## src/rtl/leg_instr_encoder.sv

```systemverilog
// leg_instr_encoder: packs decoded LEG instruction fields into the 4-byte
// word OPCODE, ARG1, ARG2, DEST and streams it one byte per beat over a
// valid/ready byte interface. Illegal jump conditions are dropped and counted.
module leg_instr_encoder #(
  parameter int    UUID      = 0,
  parameter string NAME      = "",
  parameter int    CNT_WIDTH = 16
) (
  input  logic                 clk,
  input  logic                 rst,
  input  logic                 in_valid,
  output logic                 in_ready,
  input  logic                 in_is_jump,
  input  logic [3:0]           in_func,
  input  logic                 in_imm1,
  input  logic                 in_imm2,
  input  logic [7:0]           in_arg1,
  input  logic [7:0]           in_arg2,
  input  logic [7:0]           in_dest,
  output logic                 out_valid,
  input  logic                 out_ready,
  output logic [7:0]           out_data,
  output logic                 out_last,
  output logic                 err,
  output logic [CNT_WIDTH-1:0] instr_count,
  output logic [CNT_WIDTH-1:0] err_count
);

  typedef enum logic [2:0] {
    S_IDLE = 3'd0,
    S_OP   = 3'd1,
    S_A1   = 3'd2,
    S_A2   = 3'd3,
    S_DST  = 3'd4
  } state_t;

  state_t               state_q, state_d;
  logic                 err_q, err_d;
  logic [CNT_WIDTH-1:0] instr_cnt_q, instr_cnt_d;
  logic [CNT_WIDTH-1:0] err_cnt_q, err_cnt_d;

  // Holding registers for the captured word; loaded only on accept.
  logic [7:0]           op_q, arg1_q, arg2_q, dest_q;

  logic                 accept;
  logic                 drop;

  // Instance identity is informational only; folded here so it is referenced.
  logic                 unused_params;
  assign unused_params = (UUID != 0) || (NAME != "");

  // Opcode byte as the LEG decoder expects it: bit7/bit6 immediates,
  // bit5 selects jump, calc keeps the full 4-bit function in the low nibble.
  function automatic logic [7:0] make_opcode(input logic       is_jump,
                                             input logic       imm1,
                                             input logic       imm2,
                                             input logic [3:0] func);
    if (is_jump) begin
      return {imm1, imm2, 2'b10, 1'b0, func[2:0]};
    end
    return {imm1, imm2, 2'b00, func};
  endfunction

  // Jump conditions are defined only for codes 0..5.
  function automatic logic is_illegal(input logic       is_jump,
                                      input logic [3:0] func);
    return is_jump && (func > 4'd5);
  endfunction

  // Ready when idle, or when the last byte leaves this cycle so the next
  // word can follow with no bubble. Held low throughout reset.
  assign in_ready = rst && ((state_q == S_IDLE) ||
                            ((state_q == S_DST) && out_ready));
  assign accept   = in_valid && in_ready;
  assign drop     = accept && is_illegal(in_is_jump, in_func);

  // Next-state, byte mux and counter updates.
  always_comb begin
    state_d     = state_q;
    err_d       = 1'b0;
    instr_cnt_d = instr_cnt_q;
    err_cnt_d   = err_cnt_q;
    out_valid   = 1'b0;
    out_data    = 8'h00;
    out_last    = 1'b0;
    case (state_q)
      S_IDLE: begin
        if (accept && !drop) state_d = S_OP;
      end
      S_OP: begin
        out_valid = 1'b1;
        out_data  = op_q;
        if (out_ready) state_d = S_A1;
      end
      S_A1: begin
        out_valid = 1'b1;
        out_data  = arg1_q;
        if (out_ready) state_d = S_A2;
      end
      S_A2: begin
        out_valid = 1'b1;
        out_data  = arg2_q;
        if (out_ready) state_d = S_DST;
      end
      S_DST: begin
        out_valid = 1'b1;
        out_data  = dest_q;
        out_last  = 1'b1;
        if (out_ready) begin
          instr_cnt_d = instr_cnt_q + CNT_WIDTH'(1);
          state_d     = (accept && !drop) ? S_OP : S_IDLE;
        end
      end
      default: state_d = S_IDLE;
    endcase
    // A dropped word never leaves IDLE/DST bookkeeping; it only flags.
    if (drop) begin
      err_d = 1'b1;
      if (err_cnt_q != {CNT_WIDTH{1'b1}}) err_cnt_d = err_cnt_q + CNT_WIDTH'(1);
    end
  end

  // Control state and counters with synchronous active-low reset.
  always_ff @(posedge clk) begin
    if (!rst) begin
      state_q     <= S_IDLE;
      err_q       <= 1'b0;
      instr_cnt_q <= '0;
      err_cnt_q   <= '0;
    end else begin
      state_q     <= state_d;
      err_q       <= err_d;
      instr_cnt_q <= instr_cnt_d;
      err_cnt_q   <= err_cnt_d;
    end
  end

  // Capture the word on accept so the source may change fields afterwards.
  always_ff @(posedge clk) begin
    if (accept) begin
      op_q   <= make_opcode(in_is_jump, in_imm1, in_imm2, in_func);
      arg1_q <= in_arg1;
      arg2_q <= in_arg2;
      dest_q <= in_dest;
    end
  end

  assign err         = err_q;
  assign instr_count = instr_cnt_q;
  assign err_count   = err_cnt_q;

endmodule

```

## config.mk

```make
export PLATFORM = sky130hd
export DESIGN_NAME = leg_instr_encoder
export DESIGN_NICKNAME = d
export VERILOG_FILES = /design/src/rtl/leg_instr_encoder.sv
export SDC_FILE = /design/constraint.sdc
export NUM_CORES = 1
export LEC_CHECK = 0
export BUFFER_PORTS_ARGS = -buffer_cell sky130_fd_sc_hd__buf_2
export CORE_MARGIN = 3
export CORE_UTILIZATION = 32
export CTS_CLUSTER_DIAMETER = 120
export DETAILED_ROUTE_END_ITERATION = 8
export GPL_TIMING_DRIVEN = 0
export SYNTH_ARGS = -nofsm -noshare
export SYNTH_HDL_FRONTEND = slang
export SYNTH_SLANG_ARGS = --single-unit
export TNS_END_PERCENT = 5
```

## constraint.sdc

```tcl
create_clock -name clk -period 3.45 [get_ports clk]
set_input_delay 0.1725 -clock clk [delete_from_list [all_inputs] [get_ports clk]]
set_output_delay 0.1725 -clock clk [all_outputs]
set_load 0.03 [all_outputs]
```

==> run metrics, run 1 <==
Critical Path Max Stage Delay=0.59 ns; post-DP HPWL=4850 um; synth unique cells=43; CTS buffer count=9; vias in the first global route=2328; sw power=0.392 mW; DR DRC count=0; Critical Path RT=3.67 ns; sequential area share after synthesis=56.2%; Pleak=1.62 nW; die width=102 um; Post-CTS Resized=0; std cell rows=34; Flop pwr share=55.1%; I/O Buffers=77; global-route wire length before repair=11300 um; # IOs=79; CTS tree=yes; Detailed Route WL=7020 um; share of cells above drive strength 1=28.3%; VDD IR max=0.204 mV; Final Skew=0.00799 ns; Inserted Diodes=0; Final Slew Violations=0; CTS root buffer=clkbuf_8; Initial Utilization=33.3%; Setup Viol. Count Final=0; power density cells=402 nW/um^2; maxcap violations=0; Syn Nets=309; crit path launch type=flop; Post-Syn Area=2940 um^2; r2r endpoint=err_count[5]; RSZ-0062 raised after global routing=no; CP arrival=2.56 ns; clock buffer depth=2; fmax=0.428 GHz; Synth Flop Type=dfxtp_1; Comb pwr share=8.9%; cells along the critical path=nor2_2 -> nand4_2 -> inv_2 -> o211a_1 -> buf_2 -> nand4_1 -> mux2i_1; Worst Tran Pin Value=0.679 ns; Min Hold Slack=0.0356 ns; Core Area=8810 um^2; Die Y=102 um; final net count=424; Place WS=1.09 ns; GR Overflow Total=0; Clock Latency Late Sink=0.33 ns; GR Util All Layers=14.3%; CP Class=flop to flop; synth warn=0; Tcrit/Tclk final=67.8%; R2R setup slack=1.11 ns; largest net degree at the start of global routing=34; DRT iter0 DRCs=64; Int Power=1.17 mW; outcome=finished clean; final worst slack=1.11 ns; ys async rst share=0%; Max-slew headroom=54.7%; DR pass1 iterations=4; WL/cell=14.0 um; flop and latch count out of synthesis=67; DR vias/cell=4.74; initial antenna violation count=0; total number of vias=2369; Clock Pin Slew Worst Setup and Hold Paths=0.08 ns; area grow syn2layout=32.6%; die area=10400 um^2; launching point of the worst reg2reg path=state_q[0]; Worst Hold Path Cells=1; TritonCTS Sinks=67; Sw Ratio=25.0%; Pwr Total=1.57 mW; reg2reg path depth=7; EDFF count, synth=31; Mapped Cells=272; Worst setup EP type=flop; critical path's slowest cell=inv_2; Hold Fails Final Rpt=0; setup_tns=0 ns; syn_area_per_cell=10.8 um^2; Tightest Hold Check Type=input port to flop; GP Congestion=0.722; Clk pwr share=36.0%; Tmin final=2.34 ns; worst-path fanout max=33; Routed Antenna Nets=0; Hold EP=op_q[2]; hold_sp=in_func[2]; H-tree levels=3
-- cells by family (layout without fill, tap and decap cells) --
family	count (synthesis)	after routing	share of synthesized area, %
AO/OA/AOI/OAI	25	25	5.41
XOR/XNOR	18	18	5.37
adder cells (fa/ha/maj)	2	2	0.852
buffers and inverters	17	137	2.34
flip-flops	67	67	56.2
multiplexers	18	18	6.43
AND/OR/NAND/NOR	125	125	23.3
-- flip-flops by register name, indices dropped and copies added, names as in the netlist --
signal and cells:
op_q 7, arg2_q 8, state_q 3, instr_count 16, err 1, err_count 16, arg1_q 8, dest_q 8
-- synth_stat cells (2+ instances only) --
cell type  number  area share (%)
dfxtp_1        36              25
edfxtp_1       31              32
nand2_1        28             3.6
nor2_1         26             3.3
nand3_1        12             2.0
mux2i_1        11             3.7
nand2b_1       10             2.1
xnor2_1        10             3.0
and3_1          9             1.9
nand4_1         9             1.9
clkbuf_1        8             1.0
o21ai_0         8             1.4
xor2_1          8             2.4
a22oi_1         7             1.8
mux2_2          7             2.7
nor3_1          7             1.2
a21oi_1         6             1.0
and4_1          6             1.8
inv_1           4            0.51
nor4_1          3            0.64
ha_1            2            0.85
nor2b_1         2            0.43
nor3_2          2            0.68
-- critical path, delay by kind of cell, from the launching register on --
family / cells / cell delay [ns]
flops: 1 / 0.38
mux: 1 / 0.14
simple gates: 3 / 0.68
buf+inv: 2 / 0.78
compound gates: 1 / 0.25
-- power by group through the flow --
stage	clock, mW	sequential, mW	combinational [mW]
2_1_floorplan	0	0.881	0.0693
3_3_place_gp	0	0.880	0.116
3_5_place_dp	0	0.881	0.117
4_1_cts	0.589	0.862	0.139
5_1_grt	0.621	0.864	0.154
6_report	0.564	0.862	0.139
-- timing repair --
| action | in CTS | in global routing |
|---|---|---|
| endpoints found under the hold margin | 24 | 3 |
| setup buffers | 0 | 0 |
| hold buffers | 24 | 3 |
-- area by class of cell --
type / count / area [um^2]
Sequential cell: 67 / 1650
Clock inverter: 7 / 43.8
Inverter: 6 / 22.5
Buffer: 11 / 46.3
Fill cell: 862 / 4910
Multi-Input combinational cell: 188 / 1220
Timing Repair Buffer: 104 / 656
Clock buffer: 9 / 124
Tap cell: 108 / 135
-- through the flow --
step,utilization [%],cells,area [um^2]
6_report,44.2,500,3890
3_5_place_dp,39.3,457,3460
4_1_cts,43.9,497,3860
3_3_place_gp,39.3,457,3460
5_1_grt,44.2,500,3890
2_1_floorplan,-,272,2940
-- placed cells by master (no fill, tap or decap), types with 2 or more instances in the layout --
master | synthesis | routed
mux2i_1 | 11 | 11
clkinv_2 | 0 | 4
nor2b_1 | 2 | 2
dfxtp_1 | 36 | 36
dlygate4sd3_1 | 0 | 27
nor3_2 | 2 | 2
edfxtp_1 | 31 | 31
nand2_1 | 28 | 28
nand2b_1 | 10 | 10
clkbuf_1 | 8 | 8
nand4_1 | 9 | 9
nor3_1 | 7 | 7
o21ai_0 | 8 | 8
nand3_1 | 12 | 12
clkbuf_8 | 0 | 9
a21oi_1 | 6 | 6
nor4_1 | 3 | 3
and3_1 | 9 | 9
ha_1 | 2 | 2
buf_2 | 1 | 78
xnor2_1 | 10 | 10
clkinvlp_4 | 0 | 2
a22oi_1 | 7 | 7
and4_1 | 6 | 6
inv_1 | 4 | 4
xor2_1 | 8 | 8
nor2_1 | 26 | 26
mux2_2 | 7 | 7
-- worst max path at each step --
stage	startpoint	endpoint	depth (start not counted)	slack, ns
floorplan	state_q[1]	err_count[3]	7	1.55
global placement	state_q[0]	err_count[5]	7	1.13
detailed placement	state_q[0]	err_count[5]	7	1.09
CTS	state_q[0]	err_count[5]	7	1.06
global route	state_q[1]	err_count[4]	7	0.90
finish	state_q[0]	err_count[5]	7	1.11
-- per-layer routing --
layer	routed length, um	up-vias	global-route usage (%)
met5	0	-	0
met4	93	0	4.91
li1	-	1210	-
met2	3300	54	23.3
met3	325	7	3.99
met1	3310	1098	18.2
No activity file was read; power rests on OpenSTA's default activity.
==> run 2, diff against run 1 <==
--- a/config.mk
+++ b/config.mk
@@ -5,6 +5,7 @@
 export SDC_FILE = /design/constraint.sdc
 export NUM_CORES = 1
 export LEC_CHECK = 0
+export ABC_AREA = 1
 export BUFFER_PORTS_ARGS = -buffer_cell sky130_fd_sc_hd__buf_2
 export CORE_MARGIN = 3
 export CORE_UTILIZATION = 32
==> constraint.sdc (replaced) <==
create_clock -name clk -period 2.1 [get_ports clk]
set_input_delay 0.105 -clock clk [delete_from_list [all_inputs] [get_ports clk]]
set_output_delay 0.105 -clock clk [all_outputs]
set_load 0.03 [all_outputs]
==> run 2 against run 1 <==
Count of clock-buffer cells in the layout stayed put. Sequential cell count did not move. Power up 140%. Sequential power rose by 79%. Via count increased by 27%. Worst setup slack worse by 0.93 ns. Clock skew hardly changed. Critical path type is now flop to output pin. Highest routed layer unchanged.
==> run metrics, run 2 <==
Min Hold Slack=0.0646 ns; Post-Syn Area=3190 um^2; Pleak=1.82 nW; Final Slew Violations=0; Hold Fails Final Rpt=0; worst-path fanout max=10; DR DRC count=0; R2R setup slack=0.29 ns; DRT iter0 DRCs=117; I/O Buffers=77; ys async rst share=0%; Mapped Cells=394; std cell rows=35; CTS root buffer=clkbuf_8; post-synthesis xor/xnor area fraction=2.20%; post-synth top area cell=edfxtp_1; Core Area=9460 um^2; fmax=0.523 GHz; WL/cell=13.0 um; Routed Antenna Nets=0; synth warn=0; register area=1650 um^2; GP Congestion=0.869; global-route wire length before repair=14000 um; most numerous cell in the Yosys netlist=nand2_1; Clock Latency Late Sink=0.34 ns; power density cells=884 nW/um^2; complex-gate fraction of the synthesized area=9.14%; TritonCTS Sinks=67; Clock Pin Slew Worst Setup and Hold Paths=0.08 ns; Die Y=106 um; Final Skew=0.00830 ns; CTS tree=yes; vias in the first global route=2922; Synth Area in Simple Gates=29.4%; Yosys top cell area share=29.2%; fillcell total=959; Detailed Route WL=8470 um; outcome=finished clean; top cells by area, synth=edfxtp_1 (29%), dfxtp_1 (23%), nand2_1 (14%), nor2_1 (5.5%), inv_1 (5.1%); flop and latch count out of synthesis=67; H-tree levels=3; synth cell count leaders=nand2_1 (117), nor2_1 (47), inv_1 (43), dfxtp_1 (36), edfxtp_1 (31); CP arrival=1.81 ns; Tmin final=1.91 ns; VDD IR max=0.305 mV; area taken by multi-input logic gates=1340 um^2; total number of vias=3014; Worst setup EP type=output pin; Synth Area in Adders=0.785%; Tcrit/Tclk final=91.1%; RSZ-0062 raised after global routing=no; main combinational cell family by area after synthesis=simple AND/OR/NAND/NOR gates; syn_area_per_cell=8.09 um^2; CP Class=flop to output pin; Tightest Hold Check Type=input port to flop; crit path launch type=flop; die width=106 um; initial antenna violation count=0; Worst Tran Pin Value=0.738 ns; synth unique cells=30; Critical Path RT=2.00 ns; GR Util All Layers=15.5%; share of cells above drive strength 1=22.4%; maxcap violations=0; final net count=554; DR vias/cell=4.63; EDFF count, synth=31; # IOs=79; Max-slew headroom=50.6%; largest net degree at the start of global routing=17; sequential area share after synthesis=51.8%; multiplexer area fraction after synthesis=0%; Setup Viol. Count Final=0; GR Overflow Total=0; commonest non-fill, non-tap cell in the layout=nand2_1; DR pass1 iterations=5; Inserted Diodes=0; Syn Nets=431; Initial Utilization=33.7%; Pwr Total=3.84 mW; post-DP HPWL=5920 um; most frequent cells in the layout=nand2_1 (117), buf_2 (77), nor2_1 (47); Synth Flop Type=dfxtp_1; area grow syn2layout=36.1%; clock buffer depth=2; die area=11200 um^2; CTS buffer count=9
run 2: metal layers:
| layer | up-vias | wire, um | global-route usage [%] | share of wire, % |
|---|---|---|---|---|
| met3 | 10 | 482 | 3.86 | 5.7 |
| li1 | 1540 | - | - | - |
| met4 | 0 | 104 | 5.09 | 1.2 |
| met1 | 1377 | 3920 | 19.9 | 46 |
| met5 | - | 0 | 0 | 0 |
| met2 | 87 | 3960 | 25.7 | 47 |
run 2: per-stage QoR:
stage | setup slack, ns | TNS, ns | instances | util (%) | area (um^2)
after floorplan | 0.0136 | 0 | 394 | - | 3190
after global placement | -0.484 | -7.17 | 600 | 39.5 | 3740
after detailed placement | -0.518 | -8.38 | 600 | 39.5 | 3740
after CTS | 0.0618 | 0 | 647 | 45.5 | 4300
after global routing | 0.00646 | 0 | 651 | 45.9 | 4340
final | 0.187 | 0 | 651 | 45.9 | 4340
run 2: path summary, 6_finish.rpt:
kind                          end             from  depth (start not counted)
setup / recovery      out_data[1]       state_q[1]                          6
hold / removal       err_count[0]              rst                          3
setup reg to reg     err_count[6]     err_count[0]                          9
hold reg to reg   instr_count[15]  instr_count[15]                          2
run 2: worst max-delay path, stage by stage (launching register included):
cell,delay [ns]
dfxtp_1,0.36
clkbuf_2,0.22
nand3_1,0.13
clkinv_1,0.28
nand2_1,0.17
o2111ai_1,0.12
buf_2,0.19
run 2: layout make-up:
| class | instances | area share [%] |
|---|---|---|
| Clock buffer | 9 | 2.86 |
| Buffer | 8 | 1.18 |
| Timing Repair Buffer | 111 | 16.5 |
| Tap cell | 129 | 3.72 |
| Clock inverter | 7 | 2.88 |
| Sequential cell | 67 | 38.1 |
| Inverter | 44 | 3.81 |
| Multi-Input combinational cell | 276 | 31.0 |
run 2: repair_timing:
item | in CTS | in global routing
pin swaps | 1 | 1
hold endpoints to repair | 30 | 0
buffers inserted | 0 | 4
cloned | 1 | 0
hold buffers | 30 | 0
gates resized for setup | 2 | 1
endpoints found under the setup margin | 51 | 26
run 2: where the power goes:
part           switching [mW]  internal, mW  leakage (nW)  total [mW]
Clock                   0.521         0.799         0.124        1.32
Sequential             0.0548          1.48         0.577        1.54
Combinational           0.668         0.309          1.12       0.977
Total                    1.24          2.59          1.82        3.84
run 2: cell families after synthesis:
group | after synthesis
adder cells (fa/ha/maj) | 2
XOR/XNOR | 8
AO/OA/AOI/OAI | 51
buffers and inverters | 52
AND/OR/NAND/NOR | 214
flip-flops | 67
==> run 3, diff against run 2 <==
==> constraint.sdc (replaced) <==
create_clock -name clk -period 2.3 [get_ports clk]
set_input_delay 0.115 -clock clk [delete_from_list [all_inputs] [get_ports clk]]
set_output_delay 0.115 -clock clk [all_outputs]
set_load 0.03 [all_outputs]
==> run 3 against run 2 <==
Clock power decreased by 27%. Register-to-register slack about the same. First-iteration DRC count decreased by 19%. Sequential share of layout area increased by 0.88 points.
==> run metrics, run 3 (synthesis results as in run 2) <==
I/O Buffers=77; H-tree levels=3; Worst Tran Pin Value=1.21 ns; Critical Path RT=2.18 ns; fmax=0.471 GHz; DR pass1 iterations=4; global-route wire length before repair=13800 um; Tightest Hold Check Type=input port to flop; initial antenna violation count=0; commonest non-fill, non-tap cell in the layout=nand2_1; share of cells above drive strength 1=20.6%; area grow syn2layout=33.0%; DRT iter0 DRCs=95; CTS root buffer=clkbuf_8; Buf+Inv Stages, Crit Path=3; Inserted Diodes=0; Clock Pin Slew Worst Setup and Hold Paths=0.07 ns; critical path's slowest cell=clkbuf_1; post-DP HPWL=5670 um; crit path launch type=flop; die width=106 um; CTS tree=yes; Tmin final=2.12 ns; Pwr Total=3.24 mW; register area=1650 um^2; Worst setup EP type=output pin; Max-slew headroom=18.6%; DR vias/cell=4.59; # IOs=79; fillcell total=951; Core Area=9460 um^2; Final Skew=0.00912 ns; CTS buffer count=9; CP Class=flop to output pin; largest net degree at the start of global routing=17; maxcap violations=0; GP Congestion=0.845; Pleak=1.77 nW; std cell rows=35; Setup Viol. Count Final=0; Critical Path Max Stage Delay=0.46 ns; cells along the critical path=clkbuf_1 -> nand3_1 -> clkinv_1 -> nand2_1 -> o2111ai_1 -> buf_2; Routed Antenna Nets=0; TritonCTS Sinks=67; vias in the first global route=2860; GR Overflow Total=0; power density cells=763 nW/um^2; outcome=finished clean; setup_tns=0 ns; Tcrit/Tclk final=92.3%; Initial Utilization=33.7%; RSZ-0062 raised after global routing=no; CP top delay family=buffers and inverters; Post-CTS Resized=0; die area=11200 um^2; area taken by multi-input logic gates=1330 um^2; CP arrival=2.01 ns; Final Slew Violations=0; final net count=551; GR Util All Layers=15.4%; worst-path fanout max=10; Clock Latency Late Sink=0.34 ns; DR DRC count=0; Die Y=106 um; clock buffer depth=2; most frequent cells in the layout=nand2_1 (117), buf_2 (77), nor2_1 (47); VDD IR max=0.413 mV; total number of vias=2974; WL/cell=12.6 um; Hold Fails Final Rpt=0; Detailed Route WL=8140 um; Min Hold Slack=0.0821 ns
## run 3: cell count changes in the layout (fill, tap and decap cells not counted), moves of 2 or more
cell and delta:
clkbuf_1 +5, bufinv_16 -2, buf_4 -3, clkbuf_2 -2, clkinv_4 -3
## run 3: path summary, 6_finish.rpt
kind,end,cells past startpoint,slack [ns],start
worst max-delay path,out_data[0],6,0.18,state_q[1]
worst min-delay path,op_q[3],3,0.08,in_func[3]
worst min register to register,instr_count[3],2,0.50,instr_count[3]
worst max register to register,dest_q[7],3,0.29,state_q[0]
## run 3: cell type report
| type | instances | share of cell area, % |
|---|---|---|
| plain buffers | 8 | 1.15 |
| clock buffers | 13 | 3.51 |
| clock inverters | 3 | 0.915 |
| inverters | 44 | 3.89 |
| multi-input cells | 276 | 31.4 |
| flip-flops and latches | 67 | 38.9 |
| well taps | 129 | 3.81 |
| repair buffers | 108 | 16.3 |
## run 3: routing by layer
layer | routed length [um] | vias up | global-route usage (%) | share of wire, %
li1 | - | 1537 | - | -
met1 | 3680 | 1368 | 19.2 | 45
met2 | 4010 | 61 | 26.0 | 49
met3 | 350 | 8 | 3.86 | 4.3
met4 | 108 | 0 | 5.18 | 1.3
met5 | 0 | - | 0 | 0
## run 3: timing repair
action                                  4_1_cts  5_1_grt
buffers inserted                              0        1
hold endpoints to repair                     30        0
pin swaps                                     1        1
endpoints found under the setup margin       13       10
cloned                                        1        0
hold buffers                                 30        0
## run 3: per-stage QoR
stage / area (um^2) / setup WS, ns / std cells / utilization (%)
2_1_floorplan: 3190 / 0.194 / 394 / -
3_3_place_gp: 3730 / -0.334 / 600 / 39.5
3_5_place_dp: 3730 / -0.388 / 600 / 39.5
4_1_cts: 4230 / 0.128 / 647 / 44.7
5_1_grt: 4240 / 0.00108 / 648 / 44.8
6_report: 4240 / 0.177 / 648 / 44.8
## run 3: power breakdown
part / internal, mW / leakage [nW] / total [mW] / switching [mW]
Combinational: 0.266 / 1.09 / 0.868 / 0.602
Sequential: 1.36 / 0.577 / 1.41 / 0.0522
Clock: 0.527 / 0.0951 / 0.958 / 0.431
## run 3: worst min-delay path: cells and delay by family
kind,cells,cell delay [ns]
buffers and inverters,2,0.11
AND/OR/NAND/NOR,1,0.07
